<file path="src/rtl/core_debug_controller_if.sv">
// Host command/response link of the core debug controller.
// master = host side, slave = controller side.
interface core_debug_controller_if;
  logic        cmd_valid;
  logic        cmd_ready;
  logic [3:0]  cmd_op;
  logic [2:0]  cmd_sel;
  logic [31:0] cmd_arg;
  logic        rsp_valid;
  logic        rsp_ready;
  logic [31:0] rsp_data;

  modport master (
    output cmd_valid, cmd_op, cmd_sel, cmd_arg,
    output rsp_ready,
    input  cmd_ready, rsp_valid, rsp_data
  );

  modport slave (
    input  cmd_valid, cmd_op, cmd_sel, cmd_arg,
    input  rsp_ready,
    output cmd_ready, rsp_valid, rsp_data
  );
endinterface

</file>
<file path="src/rtl/core_debug_controller.sv">
// Run-control, breakpoint and RVFI trace controller for a core under test.
// Define CONTROLLER_TRACE_EN to build the retirement trace FIFO.
module core_debug_controller #(
  parameter int CLK_FREQ        = 25000000,
  parameter int NUM_BREAKPOINTS = 2,
  parameter int TRACE_DEPTH     = 16,
  parameter int CYCLE_WIDTH     = 32
) (
  input  logic        clk,
  input  logic        reset,
  core_debug_controller_if.slave host,
  output logic        clk_core_en,
  output logic        reset_core,
  input  logic        rvfi_valid,
  input  logic [31:0] rvfi_pc_rdata,
  input  logic [31:0] rvfi_insn,
  input  logic        rvfi_trap
);

  localparam logic [1:0] ST_HALT      = 2'd0;
  localparam logic [1:0] ST_RUN       = 2'd1;
  localparam logic [1:0] ST_STEP_CYC  = 2'd2;
  localparam logic [1:0] ST_STEP_INSN = 2'd3;

  localparam logic [3:0] OP_RESET     = 4'd1;
  localparam logic [3:0] OP_RUN       = 4'd2;
  localparam logic [3:0] OP_HALT      = 4'd3;
  localparam logic [3:0] OP_STEP_CYC  = 4'd4;
  localparam logic [3:0] OP_STEP_INSN = 4'd5;
  localparam logic [3:0] OP_SET_BP    = 4'd6;
  localparam logic [3:0] OP_CLR_BP    = 4'd7;
  localparam logic [3:0] OP_STATUS    = 4'd8;
  localparam logic [3:0] OP_TRACE_POP = 4'd9;
  localparam logic [3:0] OP_READ_INSN = 4'd10;
  localparam logic [3:0] OP_CYC_LO    = 4'd11;
  localparam logic [3:0] OP_CYC_HI    = 4'd12;

  logic [1:0]  state;
  logic [1:0]  state_nxt;
  logic [31:0] step_cnt;
  logic [31:0] step_nxt;

  logic [31:0] bp_addr [NUM_BREAKPOINTS];
  logic [NUM_BREAKPOINTS-1:0] bp_en;
  logic [2:0]  bp_idx;
  logic [2:0]  bp_first;
  logic        bp_match;
  logic        bp_hit;
  logic        trap_seen;

  logic [CYCLE_WIDTH-1:0] cycles;
  logic [63:0] cyc64;

  logic [7:0]  trace_count;
  logic        trace_ovf;
  logic [31:0] trace_head;
  logic [31:0] last_insn;

  logic [31:0] status;
  logic [31:0] rsp_nxt;

  logic fire;
  logic retire;
  logic halted;
  logic status_rd;
  logic bp_event;
  logic trap_event;
  logic unused_ok;

  assign host.cmd_ready = !host.rsp_valid;

  assign fire      = host.cmd_valid
                   && host.cmd_ready;
  assign retire    = rvfi_valid && clk_core_en;
  assign halted    = state == ST_HALT;
  assign status_rd = fire
                   && host.cmd_op == OP_STATUS;

  // Lowest matching comparator wins.
  always_comb begin
    bp_match = 1'b0;
    bp_first = '0;
    for (int i = NUM_BREAKPOINTS - 1; i >= 0; i--) begin
      if (bp_en[i] && bp_addr[i] == rvfi_pc_rdata) begin
        bp_match = 1'b1;
        bp_first = 3'(i);
      end
    end
  end

  assign bp_event   = retire && bp_match;
  assign trap_event = retire && rvfi_trap;

  always_comb begin
    state_nxt = state;
    step_nxt  = step_cnt;
    if (fire && host.cmd_op == OP_HALT) begin
      state_nxt = ST_HALT;
    end else if (bp_event || trap_event) begin
      state_nxt = ST_HALT;
    end else begin
      case (state)
        ST_HALT: begin
          if (fire) begin
            if (host.cmd_op == OP_RUN) begin
              state_nxt = ST_RUN;
            end else if (host.cmd_arg != 32'd0) begin
              if (host.cmd_op == OP_STEP_CYC) begin
                state_nxt = ST_STEP_CYC;
                step_nxt  = host.cmd_arg;
              end else if (host.cmd_op == OP_STEP_INSN) begin
                state_nxt = ST_STEP_INSN;
                step_nxt  = host.cmd_arg;
              end
            end
          end
        end
        ST_STEP_CYC: begin
          step_nxt = step_cnt - 32'd1;
          if (step_cnt == 32'd1)
            state_nxt = ST_HALT;
        end
        ST_STEP_INSN: begin
          if (retire) begin
            step_nxt = step_cnt - 32'd1;
            if (step_cnt == 32'd1)
              state_nxt = ST_HALT;
          end
        end
        default: ;
      endcase
    end
  end

  assign cyc64 = 64'(cycles);

  assign status = {8'h00, trace_count,
                   5'h00, bp_idx,
                   2'b00, trace_ovf,
                   trap_seen, bp_hit,
                   reset_core, state};

  always_comb begin
    case (host.cmd_op)
      OP_STATUS:    rsp_nxt = status;
      OP_TRACE_POP: rsp_nxt = trace_head;
      OP_READ_INSN: rsp_nxt = last_insn;
      OP_CYC_LO:    rsp_nxt = cyc64[31:0];
      OP_CYC_HI:    rsp_nxt = cyc64[63:32];
      default:      rsp_nxt = 32'd0;
    endcase
  end

  always_ff @(posedge clk or posedge reset) begin
    if (reset) begin
      state          <= ST_HALT;
      step_cnt       <= '0;
      clk_core_en    <= 1'b0;
      reset_core     <= 1'b1;
      host.rsp_valid <= 1'b0;
      host.rsp_data  <= '0;
      bp_hit         <= 1'b0;
      bp_idx         <= '0;
      trap_seen      <= 1'b0;
      cycles         <= '0;
    end else begin
      state       <= state_nxt;
      step_cnt    <= step_nxt;
      clk_core_en <= state_nxt != ST_HALT;
      if (fire) begin
        host.rsp_valid <= 1'b1;
        host.rsp_data  <= rsp_nxt;
      end else if (host.rsp_ready) begin
        host.rsp_valid <= 1'b0;
      end
      if (fire && host.cmd_op == OP_RESET)
        reset_core <= host.cmd_arg[0];
      if (bp_event) begin
        bp_hit <= 1'b1;
        bp_idx <= bp_first;
      end else if (status_rd) begin
        bp_hit <= 1'b0;
      end
      if (trap_event)
        trap_seen <= 1'b1;
      else if (status_rd)
        trap_seen <= 1'b0;
      if (clk_core_en)
        cycles <= cycles + CYCLE_WIDTH'(1);
    end
  end

  always_ff @(posedge clk or posedge reset) begin
    if (reset) begin
      for (int i = 0; i < NUM_BREAKPOINTS; i++)
        bp_addr[i] <= '0;
      bp_en <= '0;
    end else if (fire) begin
      for (int i = 0; i < NUM_BREAKPOINTS; i++) begin
        if (host.cmd_sel == 3'(i)) begin
          if (host.cmd_op == OP_SET_BP && halted) begin
            bp_addr[i] <= host.cmd_arg;
            bp_en[i]   <= 1'b1;
          end
          if (host.cmd_op == OP_CLR_BP)
            bp_en[i] <= 1'b0;
        end
      end
    end
  end

`ifdef CONTROLLER_TRACE_EN
  localparam int AW = $clog2(TRACE_DEPTH);

  logic [31:0] pc_mem   [TRACE_DEPTH];
  logic [31:0] insn_mem [TRACE_DEPTH];
  logic [AW-1:0] rd_ptr;
  logic [AW-1:0] wr_ptr;
  logic [AW:0]   count;
  logic [31:0]   last_insn_q;
  logic          ovf_q;
  logic          full;
  logic          pop;

  assign full = count == (AW+1)'(TRACE_DEPTH);
  assign pop  = fire
              && host.cmd_op == OP_TRACE_POP
              && count != '0;

  always_ff @(posedge clk) begin
    if (retire) begin
      pc_mem[wr_ptr]   <= rvfi_pc_rdata;
      insn_mem[wr_ptr] <= rvfi_insn;
    end
  end

  // A push into a full FIFO drops the oldest entry by advancing rd_ptr.
  always_ff @(posedge clk or posedge reset) begin
    if (reset) begin
      rd_ptr      <= '0;
      wr_ptr      <= '0;
      count       <= '0;
      ovf_q       <= 1'b0;
      last_insn_q <= '0;
    end else begin
      if (retire)
        wr_ptr <= wr_ptr + AW'(1);
      if (pop || (retire && full))
        rd_ptr <= rd_ptr + AW'(1);
      if (retire && !pop && !full)
        count <= count + (AW+1)'(1);
      else if (pop && !retire)
        count <= count - (AW+1)'(1);
      if (retire && full && !pop)
        ovf_q <= 1'b1;
      else if (status_rd)
        ovf_q <= 1'b0;
      if (pop)
        last_insn_q <= insn_mem[rd_ptr];
    end
  end

  assign trace_count = 8'(count);
  assign trace_ovf   = ovf_q;
  assign last_insn   = last_insn_q;
  assign trace_head  = (count != '0)
                     ? pc_mem[rd_ptr]
                     : 32'hFFFF_FFFF;
`else
  assign trace_count = 8'h00;
  assign trace_ovf   = 1'b0;
  assign last_insn   = 32'd0;
  assign trace_head  = 32'hFFFF_FFFF;
`endif

  assign unused_ok = ^{rvfi_insn,
                       32'(CLK_FREQ),
                       32'(TRACE_DEPTH)};

endmodule

</file>
<file path="src/flat_wrapper.sv">
// flat-port wrapper written by rule: the top's interface ports become plain ports
module core_debug_controller_flat 
#(
  parameter int CLK_FREQ        = 25000000,
  parameter int NUM_BREAKPOINTS = 2,
  parameter int TRACE_DEPTH     = 16,
  parameter int CYCLE_WIDTH     = 32
)
  (clk, reset, clk_core_en, reset_core, rvfi_valid, rvfi_pc_rdata, rvfi_insn, rvfi_trap, host_cmd_valid, host_cmd_op, host_cmd_sel, host_cmd_arg, host_rsp_ready, host_cmd_ready, host_rsp_valid, host_rsp_data);
  core_debug_controller_if host_i ();
  input  logic clk;
  input  logic reset;
  output logic clk_core_en;
  output logic reset_core;
  input  logic rvfi_valid;
  input  logic [31:0] rvfi_pc_rdata;
  input  logic [31:0] rvfi_insn;
  input  logic rvfi_trap;
  input wire logic [$bits(host_i.cmd_valid)-1:0] host_cmd_valid;
  input wire logic [$bits(host_i.cmd_op)-1:0] host_cmd_op;
  input wire logic [$bits(host_i.cmd_sel)-1:0] host_cmd_sel;
  input wire logic [$bits(host_i.cmd_arg)-1:0] host_cmd_arg;
  input wire logic [$bits(host_i.rsp_ready)-1:0] host_rsp_ready;
  output wire logic [$bits(host_i.cmd_ready)-1:0] host_cmd_ready;
  output wire logic [$bits(host_i.rsp_valid)-1:0] host_rsp_valid;
  output wire logic [$bits(host_i.rsp_data)-1:0] host_rsp_data;
  assign host_i.cmd_valid = host_cmd_valid;
  assign host_i.cmd_op = host_cmd_op;
  assign host_i.cmd_sel = host_cmd_sel;
  assign host_i.cmd_arg = host_cmd_arg;
  assign host_i.rsp_ready = host_rsp_ready;
  assign host_cmd_ready = host_i.cmd_ready;
  assign host_rsp_valid = host_i.rsp_valid;
  assign host_rsp_data = host_i.rsp_data;
  core_debug_controller #(.CLK_FREQ(CLK_FREQ), .NUM_BREAKPOINTS(NUM_BREAKPOINTS), .TRACE_DEPTH(TRACE_DEPTH), .CYCLE_WIDTH(CYCLE_WIDTH)) u_core (.clk(clk), .reset(reset), .host(host_i), .clk_core_en(clk_core_en), .reset_core(reset_core), .rvfi_valid(rvfi_valid), .rvfi_pc_rdata(rvfi_pc_rdata), .rvfi_insn(rvfi_insn), .rvfi_trap(rvfi_trap));
endmodule
</file>
<file path="config.mk">
export PLATFORM = sky130hd
export DESIGN_NAME = core_debug_controller_flat
export DESIGN_NICKNAME = d
export VERILOG_FILES = /design/src/rtl/core_debug_controller_if.sv /design/src/rtl/core_debug_controller.sv /design/src/flat_wrapper.sv
export SDC_FILE = /design/constraint.sdc
export NUM_CORES = 1
export LEC_CHECK = 0
export ABC_AREA = 0
export ABC_CLOCK_PERIOD_IN_PS = 15400
export BUFFER_PORTS_ARGS = -buffer_cell sky130_fd_sc_hd__buf_2
export CAP_MARGIN = 20
export CORE_ASPECT_RATIO = 0.5
export CORE_MARGIN = 10
export CORE_UTILIZATION = 40
export DETAILED_ROUTE_END_ITERATION = 10
export GPL_TIMING_DRIVEN = 0
export PLACE_DENSITY = 0.71
export SYNTH_ARGS = -nofsm -noshare
export SYNTH_HDL_FRONTEND = slang
export SYNTH_SLANG_ARGS = --single-unit
</file>
<file path="constraint.sdc">
create_clock -name clk -period 15.4 [get_ports clk]
set_input_delay 3.08 -clock clk [delete_from_list [all_inputs] [get_ports clk]]
set_output_delay 3.08 -clock clk [all_outputs]
set_load 0.005 [all_outputs]
</file>
* Word level (Yosys, flattened, before mapping) *
Cells that the tools add are included.

word-level totals
  register bits after elaboration = 172
  output and inout port bits = 36
  input port bits = 109
  logic and storage cells = 94

operators by class
  reductions and logical operators = 26
  add/subtract/negate cells = 2
  muxes and demuxes = 29
  equality and inequality tests = 21
  bitwise logic cells = 2

operator list
  operator                                               count
  two-way mux 32 bit                                     6
  case mux 32 bit (3 select lines)                       2
  equality test 32 bit                                   2
  adder 32 x 1 -> 32 bit (second input constant)         1
  equality test 32 x 1 -> 1 bit (second input constant)  1
  nonzero test 32 bit                                    1
  subtractor 32 x 1 -> 32 bit (second input constant)    1
  two-way mux 2 bit                                      9
  equality test 4 x 3 -> 1 bit (second input constant)   4
  equality test 4 bit (second input constant)            3
  AND reduction 3 bit                                    4
  two-way mux 1 bit                                      11
  logical AND 1 bit                                      10
  nonzero test 2 bit                                     5
  equality test 4 x 2 -> 1 bit (second input constant)   2
  AND reduction 8 bit                                    1
  case mux 2 bit (3 select lines)                        1
  equality test 2 bit (second input constant)            2
  equality test 4 x 1 -> 1 bit (second input constant)   1
  != test 2 x 1 -> 1 bit (second input constant)         2
  != test 2 bit (second input constant)                  2
  equality test 3 x 1 -> 1 bit (second input constant)   1
  logical NOT 3 bit                                      1
  != test 3 bit (second input constant)                  1
  other kinds (5)                                        6

* Logic depth before layout (Yosys ltp) *
Gate-level depths: netlist of the first run.

  depth after elaboration = 10
  mapped depth = 11
  mapped depth without buffers = 9

* Worst setup path before layout of the first run *
No wires, ideal clock.

  path kind = in2reg
  start = input rvfi_pc_rdata[23]
  end = register u_core.step_cnt[11]
  setup time = 0.129 ns
  arrival time = 5.097 ns
  path buffers = 3
  data required time = 15.271 ns
  stages = 10
  slack = 10.174 ns
  cells stage by stage = xor2_1 > nand2b_1 > or4b_1 > or4_4 > and3_4 > buf_6 > buf_6 > clkbuf_1 > nand3_1 > nand3_1

on the way
  longest elaborated chain between the ends = 8
  elaborated cells between the ends (all ways) = 10
  classes of those cells = eq/ne (2); mux (2); bitwise (1); reduce/logical (5)

RTL lines
  what                             line                          source
  start, declared                  flat_wrapper.sv:16            input logic [31:0] rvfi_pc_rdata;
  equality test 32 bit             core_debug_controller.sv:84   if (bp_en[i] && bp_addr[i] == rvfi_pc_rdata) begin
  logical AND 1 bit                core_debug_controller.sv:84
  two-way mux 1 bit                core_debug_controller.sv:84
  two-way mux 1 bit *              core_debug_controller.sv:84
  logical AND 1 bit *              core_debug_controller.sv:91   assign bp_event = retire && bp_match;
  logical OR 1 bit *               core_debug_controller.sv:99   end else if (bp_event || trap_event) begin
  inverter 1 bit (no line) *       n/a
  AND reduction 8 bit (no line) *  n/a
  end signal, assigned             core_debug_controller.sv:168  step_cnt <= step_nxt;
  end, declared                    core_debug_controller.sv:40   logic [31:0] step_cnt;

Every way passes the cells marked *; elsewhere a longest branch is shown, timed or not.
A chain may end at the register's enable or synchronous reset.

* Worst setup path in the final report of the first run *
  start = input rvfi_pc_rdata[26]
  end = register u_core.step_cnt[26]

Same word-level chain as after synthesis.

==> results of run 1 <==
[critical path, delay by kind of cell]
family,cells,cell delay [ps]
buffers and inverters,2,450
XOR/XNOR,1,330
AO/OA/AOI/OAI,1,300
AND/OR/NAND/NOR,5,1750
[kinds of logic after synthesis]
kind of cell / synth area share [%]
simple gates: 21.40
flops: 48.00
compound gates: 9.372
xor+xnor: 9.485
mux: 8.384
buf+inv: 2.936
fa+ha+maj: 0.4235
[flip-flops by register name, summed over array words and instances (netlist names)]
name,count
u_core.cycles,32
u_core.step_cnt,32
u_core.host.rsp_valid,1
u_core.bp_hit,1
u_core.state,2
u_core.trap_seen,1
u_core.reset_core,1
u_core.bp_en,2
u_core.clk_core_en,1
u_core.host.rsp_data,32
u_core.bp_addr,64
u_core.bp_idx,1
[power by group through the flow]
| stage | Clock [W] | Combinational [W] | Sequential (W) |
|---|---|---|---|
| after CTS | 0.000445 | 0.000421 | 0.000622 |
| after floorplan | 0 | 0.000279 | 0.000606 |
| after detailed placement | 0 | 0.000420 | 0.000628 |
| after global placement | 0 | 0.000410 | 0.000624 |
| final | 0.000438 | 0.000427 | 0.000626 |
| after global routing | 0.000464 | 0.000471 | 0.000637 |
[how the worst max path moves through the flow]
stage / start / to / slack (ps) / depth (start not counted)
finish: rvfi_pc_rdata[26] / u_core.step_cnt[26] / 9820 / 9
global route: rvfi_pc_rdata[26] / u_core.step_cnt[26] / 9730 / 9
CTS: rvfi_pc_rdata[26] / u_core.step_cnt[26] / 9930 / 9
detailed placement: rvfi_pc_rdata[26] / u_core.step_cnt[26] / 9470 / 9
global placement: reset / u_core.step_cnt[26] / 5850 / 2
floorplan: reset / u_core.bp_addr[0] / 7720 / 1
[layer usage]
metal / share of wire [%] / up-vias / routed length [µm] / GRT usage, %
li1: - / 3503 / - / -
met1: 42 / 3800 / 11890 / 25.19
met2: 47 / 320 / 13250 / 30.89
met3: 7.7 / 62 / 2163 / 4.379
met4: 2.4 / 6 / 666 / 6.808
met5: 0.13 / - / 37 / 0
[cell type report]
| type | instances | share of cell area, % |
|---|---|---|
| multi-input combinational | 662 | 41.73 |
| buffer | 46 | 1.849 |
| tap | 300 | 3.601 |
| inverter | 18 | 0.7203 |
| timing repair buffer | 112 | 5.594 |
| clock buffer | 17 | 4.082 |
| clock inverter | 15 | 1.573 |
| antenna | 1 | 0.02401 |
| sequential | 170 | 40.83 |
[Yosys cell counts, types with 3 or more instances]
master	n	share of area (%)
xnor2_1	40	4.0
a41oi_1	24	2.4
nor2_1	74	3.1
nor4_1	37	2.6
or3_1	6	0.42
a31oi_1	3	0.21
nand2_1	82	3.5
xor2_1	56	5.5
or2_2	4	0.28
nand3b_1	3	0.25
dfrtp_1	169	48
o221a_1	3	0.38
inv_1	18	0.76
a22o_1	6	0.59
nand3_1	65	3.7
o21ai_0	30	1.7
nand4_1	18	1.3
and3_1	23	1.6
ha_1	3	0.42
o211ai_1	10	0.85
nand2b_1	5	0.35
or4_1	9	0.76
a21oi_1	30	1.7
nor4b_1	3	0.30
buf_1	3	0.13
mux2_2	66	8.4
nor3_1	30	1.7
clkbuf_1	37	1.6
nor3b_1	4	0.34
buf_2	4	0.23
[per-stage QoR]
stage	util (%)	instances	total power, W
3_3_place_gp	45.08	1307	0.001034
3_5_place_dp	45.24	1308	0.001049
5_1_grt	47.97	1341	0.001572
4_1_cts	47.96	1340	0.001488
2_1_floorplan	-	896	0.0008852
6_report	47.97	1341	0.001490
==> flow_metrics.tcl, run 1 <==
set metrics [dict create \
    multi_input_area_um2 4349 \
    crit_slowest_cell "or4_4" \
    ys_warn_count 0 \
    final-seq-area_um2 4255 \
    rsz0062_at_grt "no" \
    antenna_found_initial 4 \
    drive_gt1_share_pct 21.92 \
    hold_viol 0 \
    reg2regPathDepth 9 \
    drtIter0Drc 920 \
    dp_hpwl_mm 20.88 \
    n_fill_cell 2009 \
    synth.distinct_cells 53 \
    setup_ws_ps 9819 \
    holdPathEnd "u_core.cycles[18]" \
    hold_buffers 0 \
    status "complete, no violations" \
    grt-ovfl-total 0 \
    drv_slew 0 \
    holdWs_ps 495.5 \
    power.share.switching_pct 37.07 \
    synth_ff_type "dfrtp_1" \
    period_share_pct 36.24 \
    num_io_pins 145 \
    cts_sinks 170 \
    cts-buffers-inserted 17 \
    row_count 38 \
    min_delay_path_depth 1 \
    critical_path_peak_fanout 10 \
    worst_path_largest_cell_delay_ps 560 \
    comb_power_share_pct 28.6 \
    internal-power_w 0.0009375 \
    synth-edff-count 0 \
    grt_usage_pct 19.27 \
    grt_pass1_vias 7717 \
    grt_pass1_wl_mm 43.93 \
    most-common-layout-cells "dfrtp_1, buf_2, nand2_1" \
    p_leak_nw 4.628 \
    die_h_um 125.3 \
    fin_crit_ps 5581 \
    gp_congestion 0.9342 \
    synthCells 896 \
    cts_tree "built" \
    area_growth_pct 17.57 \
    grt_max_degree 121 \
    p_clk_share_pct 29.4 \
    skew_ps 10.45 \
    r2r-start "u_core.step_cnt[0]" \
    drc 0 \
    fmax_mhz 179.2 \
    viasPerCell 5.735 \
    firstDrtPassIters 5 \
    drv_cap 0 \
    postSynth.asyncResetShare_pct 100.0 \
    tightest_slew_ps 860.4 \
    initial_utilization_pct 40.80 \
    dieArea_um2 28880 \
    clk_pin_slew_worst_paths_ps 70 \
    mostFrequentLayoutCell "dfrtp_1" \
    htree_levels 4 \
    vias 7691 \
    ys_ff_latch 170 \
    place_area_um2 9831 \
    cp.arrival_ps 5910 \
    p_seq_share_pct 42.0 \
    synthesis.area_um2 8865 \
    max_slew_margin_pct 41.83 \
    cts_resized 0 \
    clk_path_buf_depth 2 \
    seq_area_frac_synth_pct 48.00 \
    cp-end-kind "register" \
    postCtsSetupBuffers 0 \
    rrSetupSlack_ps 12000 \
    reg2reg_to "u_core.step_cnt[30]" \
    p_per_area_nw_per_um2 142.9 \
    min_from "u_core.cycles[18]" \
    clock_latency_ps 440 \
    fin_area_um2 10420 \
    required_ps 15730 \
    postRouteAntennaNets 0 \
    fp.dieW_um 230.5 \
    path_cells "buf_2, xnor2_1, nand4_1, or4b_1, or4_4, nand3_1, nor2_1, clkbuf_1, o211ai_1" \
    worst_setup_path_start_kind "input pin" \
    syn_avg_cell_area_um2 9.894 \
    critical_path_class "input pin to register" \
    hold_path_class "register to register" \
    fin_tns_setup_ps 0 \
    wire_per_inst_um 20.89 \
    fin_nets 1139 \
    totalWireLength_mm 28.01 \
    setup_violations 0 \
    post-place-ws_ps 9472 \
    port_buffers 111 \
    syn_nets 1008 \
    cts_root_buffer "clkbuf_16" \
    power_switching_w 0.0005522 \
    core_region_area_um2 21730 \
    ir_worst_vdd_v 0.00008821 \
]
Note: power is estimated with default switching activity, not from simulation.
==> inputs of run 2 (changes only) <==
--- a/config.mk
+++ b/config.mk
@@ -6,7 +6,7 @@
 export NUM_CORES = 1
 export LEC_CHECK = 0
 export ABC_AREA = 0
-export ABC_CLOCK_PERIOD_IN_PS = 15400
+export ABC_CLOCK_PERIOD_IN_PS = 5700
 export BUFFER_PORTS_ARGS = -buffer_cell sky130_fd_sc_hd__buf_2
 export CAP_MARGIN = 20
 export CORE_ASPECT_RATIO = 0.5
==> constraint.sdc (replaced) <==
create_clock -name clk -period 5.7 [get_ports clk]
set_input_delay 1.14 -clock clk [delete_from_list [all_inputs] [get_ports clk]]
set_output_delay 1.14 -clock clk [all_outputs]
set_load 0.005 [all_outputs]
==> run 2 against run 1 <==
  * Power increased to 2.8 times the previous value
  * Clock-buffer cell count increased by 4
  * Worst setup slack got worse by 7700 ps
==> flow_metrics.tcl, run 2 (synthesized netlist as in run 1, its figures left out) <==
set metrics [dict create \
    status "complete, no violations" \
    cts_resized 0 \
    num_io_pins 145 \
    rsz0062_at_grt "no" \
    htree_levels 4 \
    clock_latency_ps 440 \
    dp_hpwl_mm 21.58 \
    grt_pass1_wl_mm 44.46 \
    vias 7746 \
    clk_path_buf_depth 2 \
    setup_violations 0 \
    fin_nets 1143 \
    hold_buffers 0 \
    cp.arrival_ps 3950 \
    p_leak_nw 4.672 \
    crit_slowest_cell "or4_4" \
    area_growth_pct 18.83 \
    totalWireLength_mm 28.83 \
    instances_no_fill 1346 \
    grt_pass1_vias 7792 \
    drive_gt1_share_pct 21.96 \
    skew_ps 8.708 \
    cp-end-kind "register" \
    critical_path_peak_fanout 10 \
    dieArea_um2 28880 \
    place_inst 1312 \
    critical_path_class "input pin to register" \
    period_share_pct 63.28 \
    initial_utilization_pct 40.80 \
    path_buf_inv 2 \
    viasPerCell 5.755 \
    fin_tns_setup_ps 0 \
    worst_setup_path_start_kind "input pin" \
    cts_sinks 170 \
    postRouteAntennaNets 0 \
    max_slew_margin_pct 40.02 \
    fmax_mhz 277.3 \
    most-common-layout-cells "dfrtp_1, buf_2, nand2_1" \
    firstDrtPassIters 5 \
    core_region_area_um2 21730 \
    grt_usage_pct 19.54 \
    drtIter0Drc 884 \
    fin_crit_ps 3607 \
    cts_root_buffer "clkbuf_16" \
    drc 0 \
    ir_worst_vdd_v 0.0002211 \
    design_power_total_w 0.004122 \
    gp_congestion 0.9594 \
    row_count 38 \
    grt-ovfl-total 0 \
    worst_path_largest_cell_delay_ps 570 \
    port_buffers 111 \
    drv_slew 0 \
    hold_viol 0 \
    tightest_slew_ps 887.2 \
    path_cells "buf_2, xnor2_1, nand4_1, or4b_1, or4_4, nand3_1, nor2_1, clkbuf_1, o211ai_1" \
    cts_tree "built" \
    required_ps 6050 \
    largest_reg_flops 64 \
    cpLargestDelayFamily "simple AND/OR/NAND/NOR gates" \
    top_register "u_core.bp_addr" \
    wire_per_inst_um 21.42 \
    clk_pin_slew_worst_paths_ps 70 \
    fp.dieW_um 230.5 \
    drv_cap 0 \
    grt_max_degree 41 \
    antenna_found_initial 6 \
    utilization_pct 48.48 \
    postCtsSetupBuffers 0 \
    cts-buffers-inserted 17 \
    die_h_um 125.3 \
    hold_path_class "register to register" \
    p_per_area_nw_per_um2 391.3 \
    mostFrequentLayoutCell "dfrtp_1" \
]
-- run 2: changes by cell type in the layout (fill, tap and decap cells not counted), sizes merged --
cell    before  now
clkinv       4    3
clkbuf      54   58
buf        121  125
diode        1    3
bufinv       2    4
inv         24   18
-- run 2: metal layers --
| layer | vias up | track usage (%) | routed length, µm | share of wire [%] |
|---|---|---|---|---|
| li1 | 3522 | - | - | - |
| met4 | 6 | 5.808 | 518 | 1.8 |
| met5 | - | 0 | 34 | 0.12 |
| met2 | 346 | 31.61 | 13520 | 47 |
| met3 | 51 | 5.576 | 2448 | 8.5 |
| met1 | 3821 | 25.03 | 12300 | 43 |
-- run 2: area by class of cell --
cell class	count	area, µm²
fill	2041	11190
multi-input combinational	662	4349
sequential	170	4255
timing repair buffer	116	655.6
clock buffer	21	460.4
tap	300	375.4
buffer	46	192.7
clock inverter	10	166.4
inverter	18	71.32
antenna	3	7.507
-- run 2: worst reg2reg max path, cell delays in order (launching register included) --
cell	delay, ps
dfrtp_1	420
inv_1	90
ha_1	210
nor4b_1	740
nand3_1	270
or4_1	560
or4_1	480
and3_1	200
a41oi_1	170
nand3_1	100
-- run 2: metrics by stage --
step                      area, µm²  hold WS [ps]  worst slack, ps
after detailed placement       9899         472.1             1749
after floorplan                8869         445.3             2392
after global placement         9799         466.8             1335
after global routing          10530         518.7             2049
final                         10530         492.0             2093
after CTS                     10530         489.6             2205
-- run 2: power breakdown --
group,internal (W),switching (W)
combinational,0.000441,0.000738
clock,0.000757,0.000498
sequential,0.00144,0.000245
total,0.00264,0.00148
-- run 2: final timing paths --
kind                                     from                 endpoint  slack, ps  cells after the start
max reg2reg                u_core.step_cnt[0]      u_core.step_cnt[30]       2340                      9
max in group asynchronous               reset       u_core.bp_addr[29]       4250                      5
min reg2reg                     u_core.bp_hit            u_core.bp_hit        490                      2
min                             u_core.bp_hit            u_core.bp_hit        490                      2
min in group asynchronous               reset  u_core.host.rsp_data[9]        750                      3
max                         rvfi_pc_rdata[26]       u_core.step_cnt[4]       2090                      9
==> inputs of run 3 (changes only) <==
--- a/config.mk
+++ b/config.mk
@@ -6,7 +6,7 @@
 export NUM_CORES = 1
 export LEC_CHECK = 0
 export ABC_AREA = 0
-export ABC_CLOCK_PERIOD_IN_PS = 5700
+export ABC_CLOCK_PERIOD_IN_PS = 3600
 export BUFFER_PORTS_ARGS = -buffer_cell sky130_fd_sc_hd__buf_2
 export CAP_MARGIN = 20
 export CORE_ASPECT_RATIO = 0.5
==> constraint.sdc (replaced) <==
create_clock -name clk -period 3.6 [get_ports clk]
set_input_delay 0.72 -clock clk [delete_from_list [all_inputs] [get_ports clk]]
set_output_delay 0.72 -clock clk [all_outputs]
set_load 0.005 [all_outputs]
==> run 3 against run 2 <==
  * Global-route usage hardly changed
  * Sequential power rose by 58%
  * Clock power is 58% higher
  * Final cell count did not move
  * Critical path depth is the same
  * Utilization unchanged
  * Critical endpoint is now u_core.step_cnt[30]
==> flow_metrics.tcl, run 3 (synthesized netlist as in run 1, its figures left out) <==
set metrics [dict create \
    status "complete, no violations" \
    ir_worst_vdd_v 0.0003497 \
    dp_hpwl_mm 21.58 \
    top_register "u_core.bp_addr" \
    hold_viol 0 \
    critPathLaunch "u_core.step_cnt[0]" \
    viasPerCell 5.799 \
    clk_path_buf_depth 2 \
    grt-ovfl-total 0 \
    instances_no_fill 1346 \
    fin_nets 1143 \
    postRouteAntennaNets 0 \
    hold_path_class "input pin to asynchronous set/reset pin" \
    topRoutingLayerUsed "met5" \
    cts-buffers-inserted 17 \
    grt_max_degree 41 \
    num_io_pins 145 \
    row_count 38 \
    mostFrequentLayoutCell "dfrtp_1" \
    fmax_mhz 300.7 \
    clk_pin_slew_worst_paths_ps 60 \
    worst_setup_path_start_kind "register" \
    wl_met2_mm 13.45 \
    grt_pass1_wl_mm 44.45 \
    die_h_um 125.3 \
    initial_utilization_pct 40.80 \
    drc 0 \
    setup_violations 0 \
    place_inst 1312 \
    critical_path_class "register to register" \
    wire_per_inst_um 21.41 \
    port_buffers 111 \
    firstDrtPassIters 6 \
    antenna_found_initial 6 \
    skew_ps 7.948 \
    critical_path_peak_fanout 5 \
    drv_cap 0 \
    cts_sinks 170 \
    fin_tns_setup_ps 0 \
    cp-end-kind "register" \
    gp_congestion 0.9594 \
    utilization_pct 48.48 \
    hold_buffers 0 \
    design_power_total_w 0.006531 \
    drv_slew 0 \
    period_share_pct 92.38 \
    postCtsSetupBuffers 0 \
    fp.dieW_um 230.5 \
    tightest_slew_ps 860.1 \
    drive_gt1_share_pct 21.96 \
    vias 7805 \
    dieArea_um2 28880 \
    core_region_area_um2 21730 \
    r2r-start "u_core.step_cnt[0]" \
    largest_reg_flops 64 \
    cts_root_buffer "clkbuf_16" \
    totalWireLength_mm 28.82 \
    cp.arrival_ps 3640 \
    m1WireLength_mm 12.31 \
    p_leak_nw 4.672 \
    grt_usage_pct 19.54 \
    clock_latency_ps 440 \
    fin_crit_ps 3326 \
    p_per_area_nw_per_um2 620.0 \
    required_ps 3920 \
    cts_resized 0 \
    area_growth_pct 18.83 \
    most-common-layout-cells "dfrtp_1, buf_2, nand2_1" \
    n_fill_cell 2041 \
    drtIter0Drc 840 \
    rsz0062_at_grt "no" \
    cts_tree "built" \
    max_slew_margin_pct 41.85 \
    route.met3.wl_mm 2.454 \
    htree_levels 4 \
    grt_pass1_vias 7788 \
]
[run 3: area by class of cell]
type | instances | area, µm² | share of cell area [%]
antenna | 3 | 7.507 | 0.07127
sequential | 170 | 4255 | 40.40
clock buffer | 21 | 460.4 | 4.371
inverter | 18 | 71.32 | 0.6770
buffer | 46 | 192.7 | 1.829
multi-input combinational | 662 | 4349 | 41.29
timing repair buffer | 116 | 655.6 | 6.224
clock inverter | 10 | 166.4 | 1.580
tap | 300 | 375.4 | 3.563
[run 3: worst paths after layout]
check,endpoint,slack (ps),cells after the start
worst max-delay path,u_core.step_cnt[30],270,9
worst min-delay path,u_core.host.rsp_data[9],330,3
worst max register to register,u_core.step_cnt[30],270,9
worst min register to register,u_core.bp_hit,490,2
max in group asynchronous,u_core.step_cnt[28],2570,5
min in group clk,u_core.host.rsp_valid,460,2
[run 3: routing by layer]
layer	global-route usage [%]	up-vias
li1	-	3527
met1	25.02	3838
met2	31.53	365
met3	5.576	69
met4	6.000	6
met5	0	-
[run 3: metrics by stage]
| step | worst slack [ps] | hold WS (ps) | instance area [µm²] |
|---|---|---|---|
| after floorplan | 712.1 | 445.3 | 8869 |
| after global placement | -344.5 | 466.8 | 9799 |
| after detailed placement | 69.41 | 472.1 | 9899 |
| after CTS | 348.3 | 322.9 | 10530 |
| after global routing | 75.59 | 345.0 | 10530 |
| final | 274.2 | 329.4 | 10530 |
[run 3: where the power goes]
group          total [W]  internal (W)  switching (W)
Clock            0.00199       0.00120       0.000790
Combinational    0.00187      0.000698        0.00117
Sequential       0.00267       0.00229       0.000388
[run 3: critical path, stage by stage (launching register included)]
cell     delay (ps)
dfrtp_1         420
inv_1            90
ha_1            220
nor4b_1         720
nand3_1         260
or4_1           550
or4_1           470
and3_1          200
a41oi_1         160
nand3_1         100
